File: src/rtl/fetch_stage.sv
// fetch_stage
// Instruction-fetch stage of a 5-stage MIPS pipeline. It owns the PC, issues
// single-word fetches over a request/response handshake (one request in
// flight at most), and presents {if_pc, if_inst} to the decoder through the
// IF/ID register. Redirects (taken beq/bne, j/jal, jr) come from the ID stage
// and squash the younger fetch; there is no delay slot.
//
// Ports:
//   clk, rst_n                   clock (rising edge), async active-low reset
//   id_valid, id_stall           ID-stage occupancy and back-pressure
//   id_pc_src, id_br_taken       decoder PCSrc and resolved branch condition
//   id_pc, id_imm16, id_jimm     fields used to build the redirect target
//   id_rs_val                    forwarded rs value for jr
//   imem_req, imem_addr          fetch request (registered)
//   imem_ready                   request accepted this cycle
//   imem_rvalid, imem_rdata      in-order fetch response
//   if_valid, if_pc, if_inst     IF/ID register contents
module fetch_stage #(
    parameter logic [31:0] RESET_PC = 32'h0040_0000
) (
    input  logic        clk,
    input  logic        rst_n,
    input  logic        id_valid,
    input  logic        id_stall,
    input  logic [1:0]  id_pc_src,
    input  logic        id_br_taken,
    input  logic [31:0] id_pc,
    input  logic [15:0] id_imm16,
    input  logic [25:0] id_jimm,
    input  logic [31:0] id_rs_val,
    output logic        imem_req,
    output logic [31:0] imem_addr,
    input  logic        imem_ready,
    input  logic        imem_rvalid,
    input  logic [31:0] imem_rdata,
    output logic        if_valid,
    output logic [31:0] if_pc,
    output logic [31:0] if_inst
);

    localparam logic [2:0] BOOT  = 3'd0;
    localparam logic [2:0] FETCH = 3'd1;
    localparam logic [2:0] WAIT  = 3'd2;
    localparam logic [2:0] HOLD  = 3'd3;
    localparam logic [2:0] DROP  = 3'd4;

    logic [2:0]  state_q,    state_d;
    logic [31:0] pc_q,       pc_d;
    logic [31:0] req_pc_q,   req_pc_d;
    logic [31:0] buf_inst_q, buf_inst_d;
    logic [31:0] buf_pc_q,   buf_pc_d;
    logic        if_valid_q, if_valid_d;
    logic [31:0] if_pc_q,    if_pc_d;
    logic [31:0] if_inst_q,  if_inst_d;

    logic        redir;
    logic [31:0] pc4;
    logic [31:0] br_off;
    logic [31:0] target;
    logic        load_mem;
    logic        load_buf;

    // Redirect decode and target selection for the instruction sitting in ID.
    always_comb begin
        redir  = id_valid & ~id_stall &
                 ((id_pc_src == 2'b10) | (id_pc_src == 2'b11) |
                  ((id_pc_src == 2'b01) & id_br_taken));
        pc4    = id_pc + 32'd4;
        br_off = {{14{id_imm16[15]}}, id_imm16, 2'b00};
        target = pc4;
        case (id_pc_src)
            2'b01:   target = pc4 + br_off;
            2'b10:   target = {pc4[31:28], id_jimm, 2'b00};
            // jr clears the low two bits so the fetch stays word-aligned
            2'b11:   target = id_rs_val & ~32'd3;
            default: target = pc4;
        endcase
    end

    // A redirect always wins over a load, so both load sources are gated by it.
    always_comb begin
        load_mem = (state_q == WAIT) & imem_rvalid & ~id_stall & ~redir;
        load_buf = (state_q == HOLD) & ~id_stall & ~redir;
    end

    // Fetch FSM: PC, in-flight PC and the one-entry hold buffer.
    always_comb begin
        state_d    = state_q;
        pc_d       = pc_q;
        req_pc_d   = req_pc_q;
        buf_inst_d = buf_inst_q;
        buf_pc_d   = buf_pc_q;
        case (state_q)
            BOOT: begin
                if (redir) pc_d = target;
                state_d = FETCH;
            end
            FETCH: begin
                if (imem_ready) begin
                    req_pc_d = pc_q;
                    pc_d     = pc_q + 32'd4;
                    state_d  = WAIT;
                end
                // An accepted request that is then redirected must have its
                // response swallowed in DROP.
                if (redir) begin
                    pc_d    = target;
                    state_d = imem_ready ? DROP : FETCH;
                end
            end
            WAIT: begin
                if (redir) begin
                    pc_d    = target;
                    state_d = imem_rvalid ? FETCH : DROP;
                end else if (imem_rvalid) begin
                    if (id_stall) begin
                        buf_inst_d = imem_rdata;
                        buf_pc_d   = req_pc_q;
                        state_d    = HOLD;
                    end else begin
                        state_d = FETCH;
                    end
                end
            end
            HOLD: begin
                if (redir) begin
                    pc_d    = target;
                    state_d = FETCH;
                end else if (!id_stall) begin
                    state_d = FETCH;
                end
            end
            DROP: begin
                if (redir) pc_d = target;
                if (imem_rvalid) state_d = FETCH;
            end
            default: state_d = BOOT;
        endcase
    end

    // IF/ID register: redirect squash, then stall hold, then load, else bubble.
    always_comb begin
        if_valid_d = if_valid_q;
        if_pc_d    = if_pc_q;
        if_inst_d  = if_inst_q;
        if (redir) begin
            if_valid_d = 1'b0;
        end else if (id_stall) begin
            if_valid_d = if_valid_q;
        end else if (load_mem) begin
            if_valid_d = 1'b1;
            if_pc_d    = req_pc_q;
            if_inst_d  = imem_rdata;
        end else if (load_buf) begin
            if_valid_d = 1'b1;
            if_pc_d    = buf_pc_q;
            if_inst_d  = buf_inst_q;
        end else begin
            if_valid_d = 1'b0;
        end
    end

    always_ff @(posedge clk or negedge rst_n) begin
        if (!rst_n) begin
            state_q    <= BOOT;
            pc_q       <= RESET_PC;
            req_pc_q   <= RESET_PC;
            buf_inst_q <= 32'd0;
            buf_pc_q   <= 32'd0;
            if_valid_q <= 1'b0;
            if_pc_q    <= 32'd0;
            if_inst_q  <= 32'd0;
        end else begin
            state_q    <= state_d;
            pc_q       <= pc_d;
            req_pc_q   <= req_pc_d;
            buf_inst_q <= buf_inst_d;
            buf_pc_q   <= buf_pc_d;
            if_valid_q <= if_valid_d;
            if_pc_q    <= if_pc_d;
            if_inst_q  <= if_inst_d;
        end
    end

    assign imem_req  = (state_q == FETCH);
    assign imem_addr = pc_q;
    assign if_valid  = if_valid_q;
    assign if_pc     = if_pc_q;
    assign if_inst   = if_inst_q;

endmodule

File: config.mk
export PLATFORM = sky130hd
export DESIGN_NAME = fetch_stage
export DESIGN_NICKNAME = d
export VERILOG_FILES = /design/src/rtl/fetch_stage.sv
export SDC_FILE = /design/constraint.sdc
export NUM_CORES = 1
export LEC_CHECK = 0
export ABC_AREA = 0
export CAP_MARGIN = 30
export CORE_UTILIZATION = 29
export CTS_CLUSTER_SIZE = 24
export DETAILED_ROUTE_END_ITERATION = 8
export PLACE_DENSITY = 0.61
export SYNTH_ARGS = -nofsm -noshare
export SYNTH_HDL_FRONTEND = slang
export SYNTH_SLANG_ARGS = --single-unit
File: constraint.sdc
create_clock -name clk -period 6.6 [get_ports clk]
set_clock_uncertainty 0.2 [all_clocks]
set_input_delay 1.32 -clock clk [delete_from_list [all_inputs] [get_ports clk]]
set_output_delay 1.32 -clock clk [all_outputs]
set_load 0.005 [all_outputs]
# == Word-level counts from Yosys, hierarchy flattened ==
# Cells that the tools add are included.
# word_totals
inputBits,147
ff_bits,196
memories,0
rom_bits,0
output_inout_bits,98
ramBits,0
latch_bits,0
# op_classes
multipliers,0
div,0
bitwise,12
eq_ne,13
add_sub_neg,3
reduce_logical,9
n_shift,0
mux,24
n_lt_le_gt_ge,0
# op_table
operator,count
32-bit 2-to-1 mux,7
32-bit one-hot mux with 3 select lines,1
"32-bit by 3-bit adder with 32-bit output, second input constant",2
32-bit one-hot mux with 2 select lines,1
32-bit adder,1
3-bit 2-to-1 mux,9
3-bit one-hot mux with 5 select lines,1
1-bit AND,8
4-bit AND reduction,2
"3-bit by 2-bit == test with 1-bit output, second input constant",2
"3-bit != test, second input constant",2
3-bit AND reduction,2
"2-bit == test, second input constant",2
1-bit 2-to-1 mux,4
"2-bit by 1-bit != test with 1-bit output, second input constant",2
2-bit nonzero test,2
4-bit OR reduction,1
"3-bit by 1-bit == test with 1-bit output, second input constant",1
"3-bit == test, second input constant",1
3-bit zero test,1
"3-bit by 1-bit != test with 1-bit output, second input constant",1
"2-bit by 1-bit == test with 1-bit output, second input constant",1
2-bit 2-to-1 mux,1
"2-bit != test, second input constant",1
3 further kinds,5

# == Logic depth before layout (Yosys ltp) ==
# Gate-level depths: netlist (run 1).
# logic_depth
word_depth,10
mapped_depth,16
ltp_nobuf,14

# == Worst setup path before layout (run 1) ==
# OpenSTA, ideal clock, no wires.
# synth_timing
path_kind,input to register
startpoint,input id_pc[5]
endpoint,"register pc_q[27], in the netlist imem_addr[27]"
n_path_buf,2
arrival_time_ns,4.214
slack_ns,2.068
path_stages,16
cell_sequence,and4_1 buf_2 nand2_1 nor2_1 and4_1 xor2_1 ha_1 clkbuf_1 a21oi_1 o21ai_0 a221oi_1 o31ai_2 a31oi_1 xnor2_1 mux4_2 o21a_1
# synth_via
elab_chain_cells,5
# synth_rtl
element,line_no,rtl
"start, declared",27,"input logic [31:0] id_pc,"
32-bit by 3-bit adder with 32-bit output (*),68,pc4 = id_pc + 32'd4;
32-bit adder,72,2'b01: target = pc4 + br_off;
32-bit one-hot mux with 3 select lines (*),71,case (id_pc_src)
"32-bit 2-to-1 mux, on equally long branches",--,
32-bit one-hot mux with 2 select lines (*),93,case (state_q)
"end signal, assigned",175,pc_q <= pc_d;
"end, declared",48,"logic [31:0] pc_q, pc_d;"
# Mark *: on every way between the ends. The rest lies on a longest branch, timed or not. The select of a mux whose other input is x is not followed.
# A chain may end at the register's enable or synchronous reset.

# == Final worst setup path (run 1) ==
# layout_timing
startpoint,input id_pc[4]
endpoint,"register pc_q[27], in the netlist imem_addr[27]"
# Same word-level chain as after synthesis.

==> run_results.csv, run 1 <==
group,metric,value,unit
place,place_hpwl,25000,um
synth,syn_area,11300,um2
synth,yosys_warnings,0,
synth,synth_nets,1340,
clock_network,cts_resized,0,
detailed_routing,drc,0,
power_and_ir_drop,peakVddDrop,178,uV
detailed_routing,routed_wl,33700,um
timing,setup_viol,0,
critical_path,cp-end-kind,"flip-flop",
timing,slew-limit-headroom,0.380,
timing,hold_viol,0,
clock_network,clock_latency,430,ps
critical_path,cpMaxStageDelayCell,"clkdlybuf4s50_1",
synth,synth_top_area_share,0.429,
synth,synth.most_common_cell,"dfrtp_1",
synth,synth_area_per_cell,9.79,um2
critical_path,timing.rr.start,"imem_addr[3]",
run,cap_violations,0,
synth,yosysSeqAreaShare,0.434,
critical_path,critical_path_arrival,5460,ps
clock_network,root_buffer,"clkbuf_16",
run_status,status,"complete, no violations",
floorplanning,placementRows,71,
worst_hold_path,hold_start,"if_pc[3]",
clock_network,cts_buffers,17,
floorplanning,die_area,39800,um2
timing,worst_pin_slew,930,ps
timing,fin_hold_ws,275,ps
critical_path,crit_type,"input pin to flip-flop",
critical_path,slowest_delay,550,ps
critical_path,crit_start,"id_pc[4]",
grt,first_global_vias,9243,
clock_network,cts_setup_buffers,0,
timing,fin_crit_sh,0.809,
floorplanning,io-pin-count,245,
grt,antenna_found_initial,0,
floorplanning,core_area,38000,um2
final_layout,drive_gt1_frac,0.132,
floorplanning,die_width,200,um
detailed_routing,drtIter0Drc,399,
critical_path,start_kind,"input pin",
synth,ys_top_cells_by_area,"dfrtp_1, mux2_2, o21ai_0",
place,globalplace.congestion,0.868,
power_and_ir_drop,leakagePower,5.99,nW
timing,setup_tns,0,ps
synth,synth_edf_count,0,
floorplanning,start_util,0.298,
detailed_routing,drtAntennaViolNets,0,
detailed_routing,first_pass_iters,5,
synth,async_flop_share,1.00,
synth,ys_ff_latch,196,
clock_network,cts_buffer_depth,2,
clock_network,cts_max_level,4,
synth,synth_flop_cell,"dfrtp_1",
clock_network,hold_buffers,0,
final_layout,area_delta_synth_final,31.1,%
clock_network,cts_tree,"built",
synth,ys_types,72,
synth,synthCells,1156,
grt,grt_overflow,0,
synth,synthTopCellsByCount,"dfrtp_1, nand2_1, mux2_2, o21ai_0, o22ai_1",
clock_network,clock-sinks,196,
power_and_ir_drop,power_density,371,nW/um2
critical_path,crit_top_cell,"and4_1",
final_layout,nets,1544,
final_layout,diodes,0,
timing,slew_viol_final,0,
worst_hold_path,min_path_type,"flip-flop to flip-flop",
timing,period_needed,5340,ps
grt,grtUsageTotal,0.170,
clock_network,clk_pin_slew,70,ps
critical_path,path_cells,"clkdlybuf4s50_1, and4_1, nand2_1, nor2_1, and4_1, xor2_1, ha_1, a21oi_1, o21ai_0, a221oi_1, o31ai_2, a31oi_1, xnor2_1, mux4_2, o21a_1",
critical_path,cp_max_fo,8,
detailed_routing,num_vias,9604,
timing,timing.fmax,187,MHz
grt,grt_first_pass_wirelength,52500,um
place,portBuffers,242,
detailed_routing,post_drt_via_cell_ratio,5.10,
synth,synth.largest_area_cell,"dfrtp_1",
detailed_routing,wl_per_cell,17.9,um
critical_path,cp.required,6730,ps
timing,rsz0062_at_grt,"no",
floorplanning,die_y,200,um
grt,grt_start_max_net_pins,89,
[metrics by stage]
stage	cells	setup WS (ps)	total power [W]	area, um2	util
3_5_place_dp	1852	873	0.00449	14200	0.375
4_1_cts	1883	1340	0.00557	14800	0.390
2_1_floorplan	1156	2070	0.00334	11300	-
5_1_grt	1883	1050	0.00592	14800	0.390
3_3_place_gp	1851	969	0.00441	14200	0.374
6_report	1883	1260	0.00550	14800	0.390
[worst paths after layout]
kind | depth (start not counted) | slack (ps) | end
max in group asynchronous | 2 | 4250 | if_pc[25]
min in group asynchronous | 1 | 690 | if_inst[28]
max | 15 | 1260 | imem_addr[27]
min | 2 | 270 | if_pc[3]
max reg2reg | 8 | 3620 | imem_addr[28]
min reg2reg | 2 | 270 | if_pc[3]
[metal layers]
layer / share of wire / global-route usage
met1: 0.48 / 0.233
met2: 0.46 / 0.274
met3: 0.048 / 0.0302
met4: 0.015 / 0.0472
met5: 0 / 0
[report_power, final]
| part | leakage, nW | total [W] | internal, W | switching (W) |
|---|---|---|---|---|
| logic | 3.29 | 0.00224 | 0.00123 | 0.00101 |
| clock network | 0.286 | 0.00106 | 0.000569 | 0.000488 |
| registers | 2.41 | 0.00221 | 0.00177 | 0.000434 |
| total | 5.99 | 0.00550 | 0.00357 | 0.00193 |
[cell families after synthesis]
group,after synthesis,share of synthesized area
compound gates,333,0.183
mux,125,0.137
fa+ha+maj,37,0.0416
buf+inv,90,0.0304
simple gates,326,0.137
xor+xnor,49,0.0379
flops,196,0.434
[registers in the layout (all words and copies together), names as in the netlist]
signal and cells:
buf_inst_q 32, buf_pc_q 32, if_inst 32, if_pc 32
if_valid 1, imem_addr 32, req_pc_q 32, state_q 3
[critical path, delay by kind of cell]
kind                       cells  cell delay (ps)
muxes                          1              460
buffers and inverters          1              550
adders and majority gates      1              370
AOI/OAI and AO/OA              6             1310
and+or+nand+nor                4             1080
xor gates and xnor gates       2              350
[cell type report]
class                   count  area [um2]
clock buffers              17         425
clock inverters            14         166
fillers                  3842       23200
inverters                  18        67.6
multi-input cells         870        6090
flip-flops and latches    196        4910
well taps                 511         639
repair buffers            257        2540
[cells in the final DEF, fill, tap and decap left out, drive strengths merged, types with 10 or more instances in the layout]
master         synthesis  layout
clkdlybuf4s50          0     239
dfrtp                194     194
nand2                128     128
o21ai                100     100
mux2                  99      99
o22ai                 71      71
a21oi                 70      70
nor2                  57      57
nand3                 44      44
ha                    36      36
xnor2                 31      31
inv                   18      24
nand4                 19      19
xor2                  18      18
clkbuf                58      18
nor3                  17      17
buf                   14      17
mux4                  14      14
and3                  13      13
mux2i                 12      12
a31oi                 10      10
(Power assumes the default switching activity.)
==> run 2, diff against run 1 <==
Settings changed: PLACE_DENSITY 0.61 to 0.62.
Clock period 6.6 ns to 4.5 ns, I/O delays scaled along.
==> run 2 against run 1 <==
Effect of this change:
- die area unchanged
- via count increased by 5.7%
- routed wire length increased by 3.2%
- hold slack improved by 5.6 ps
- clock power increased by 48%
- flip-flop and latch count unchanged
- worst setup slack got worse by 1100 ps
==> run_results.csv, run 2 (synthesized netlist as in run 1, its figures left out) <==
group,metric,value,unit
place,place_hpwl,26200,um
critical_path,cp_max_fo,5,
grt,grt_start_max_net_pins,86,
power_and_ir_drop,power_density,518,nW/um2
critical_path,crit_type,"input pin to flip-flop",
power_and_ir_drop,p_total,0.00826,W
floorplanning,die_y,200,um
detailed_routing,drtAntennaViolNets,0,
critical_path,timing.rr.start,"imem_addr[3]",
grt,antenna_found_initial,0,
critical_path,start_kind,"input pin",
power_and_ir_drop,leakagePower,6.67,nW
critical_path,r2r_end,"imem_addr[26]",
run_status,status,"complete, no violations",
final_layout,multi_input_area,6160,um2
clock_network,cts_buffers,17,
timing,worst_pin_slew,838,ps
floorplanning,start_util,0.298,
clock_network,root_buffer,"clkbuf_16",
worst_hold_path,min_path_type,"flip-flop to flip-flop",
detailed_routing,post_drt_via_cell_ratio,5.04,
final_layout,final_cell_mix,"clkdlybuf4s50_1, dfrtp_1, buf_4, nand2_1",
timing,period_needed,4380,ps
final_layout,seq_area,4910,um2
final_layout,stdcell_area,15900,um2
grt,grtUsageTotal,0.174,
timing,hold_viol,0,
detailed_routing,num_vias,10155,
run,cap_violations,0,
critical_path,r2r_slack,1530,ps
detailed_routing,routed_wl,34800,um
place,placed_cell_area,15300,um2
critical_path,cp.required,4630,ps
clock_network,cts_max_level,4,
floorplanning,die_width,200,um
power_and_ir_drop,peakVddDrop,253,uV
clock_network,clock-sinks,196,
timing,rsz0062_at_grt,"yes",
grt,grt_first_pass_wirelength,53900,um
final_layout,diodes,0,
detailed_routing,drc,0,
final_layout,fill_cells,3781,
place,place_ws,-428,ps
final_layout,layout_commonest_cell,"clkdlybuf4s50_1",
detailed_routing,wl_per_cell,17.3,um
detailed_routing,drtIter0Drc,441,
critical_path,r2r_cells,9,
timing,fin_hold_ws,280,ps
clock_network,clock_latency,440,ps
final_layout,nets,1673,
clock_network,cts_tree,"built",
critical_path,cp-end-kind,"flip-flop",
floorplanning,io-pin-count,245,
grt,first_global_vias,9827,
final_layout,drive_gt1_frac,0.214,
timing,slew-limit-headroom,0.436,
grt,grt_overflow,0,
timing,fin_crit_sh,0.973,
clock_network,cts_buffer_depth,2,
timing,timing.fmax,228,MHz
floorplanning,placementRows,71,
detailed_routing,first_pass_iters,6,
critical_path,critical_path_arrival,4510,ps
worst_hold_path,whs_path_depth,2,
timing,setup_viol,0,
timing,slew_viol_final,0,
clock_network,clk_pin_slew,80,ps
floorplanning,die_area,39800,um2
timing,setup_slack,122,ps
worst_hold_path,holdPathEnd,"if_inst[24]",
final_layout,area_delta_synth_final,40.8,%
place,globalplace.congestion,0.836,
floorplanning,core_area,38000,um2
place,portBuffers,242,
worst_hold_path,hold_start,"if_inst[24]",
run 2: worst max-delay path by stage:
stage,from,endpoint,slack [ps],cells past startpoint
finish,id_pc[8],imem_addr[27],120,15
global route,id_pc[5],imem_addr[29],-70,16
CTS,id_pc[5],imem_addr[29],40,16
detailed placement,id_pc[8],imem_addr[27],-430,15
global placement,id_pc[8],imem_addr[27],-400,15
floorplan,id_pc[5],imem_addr[27],390,16
run 2: repair_timing:
item                                    in CTS  in global routing
hold buffers                                 0                  0
resized for setup                            0                 13
endpoints found under the setup margin       0                  9
setup buffers                                0                  0
run 2: per-stage QoR:
step                      std cells   util  setup TNS, ps
after floorplan                1156      -              0
after global placement         1981  0.401          -2840
after detailed placement       1981  0.401          -3680
after CTS                      2013  0.417              0
after global routing           2013  0.419           -177
final                          2013  0.419              0
run 2: cell type report:
cell class | count | area share
timing repair buffer | 386 | 0.223
tap | 511 | 0.0401
multi-input combinational | 870 | 0.386
sequential | 196 | 0.308
clock inverter | 14 | 0.0106
clock buffer | 18 | 0.0276
inverter | 18 | 0.00424
run 2: per-layer routing:
layer / track usage / share of wire / wire [um] / vias up
li1: - / - / - / 4955
met1: 0.239 / 0.47 / 16200 / 4874
met2: 0.277 / 0.46 / 15900 / 293
met3: 0.0311 / 0.058 / 2020 / 33
met4: 0.0543 / 0.019 / 644 / 0
met5: 0 / 0 / 0 / -
run 2: where the power goes:
part,internal [W],total [W],switching [W]
sequential,0.00260,0.00325,0.000647
combinational,0.00192,0.00344,0.00153
clock,0.000852,0.00157,0.000718
total,0.00537,0.00826,0.00289
run 2: critical path: stages:
cell	delay, ps
clkdlybuf4s50_1	520
and4_2	340
nand2_1	150
nor2_1	170
and4_1	220
xor2_1	190
ha_1	290
a21oi_1	180
o21ai_0	150
a221oi_2	260
o31ai_2	130
a31oi_1	270
xnor2_1	110
mux4_2	450
o21a_1	170
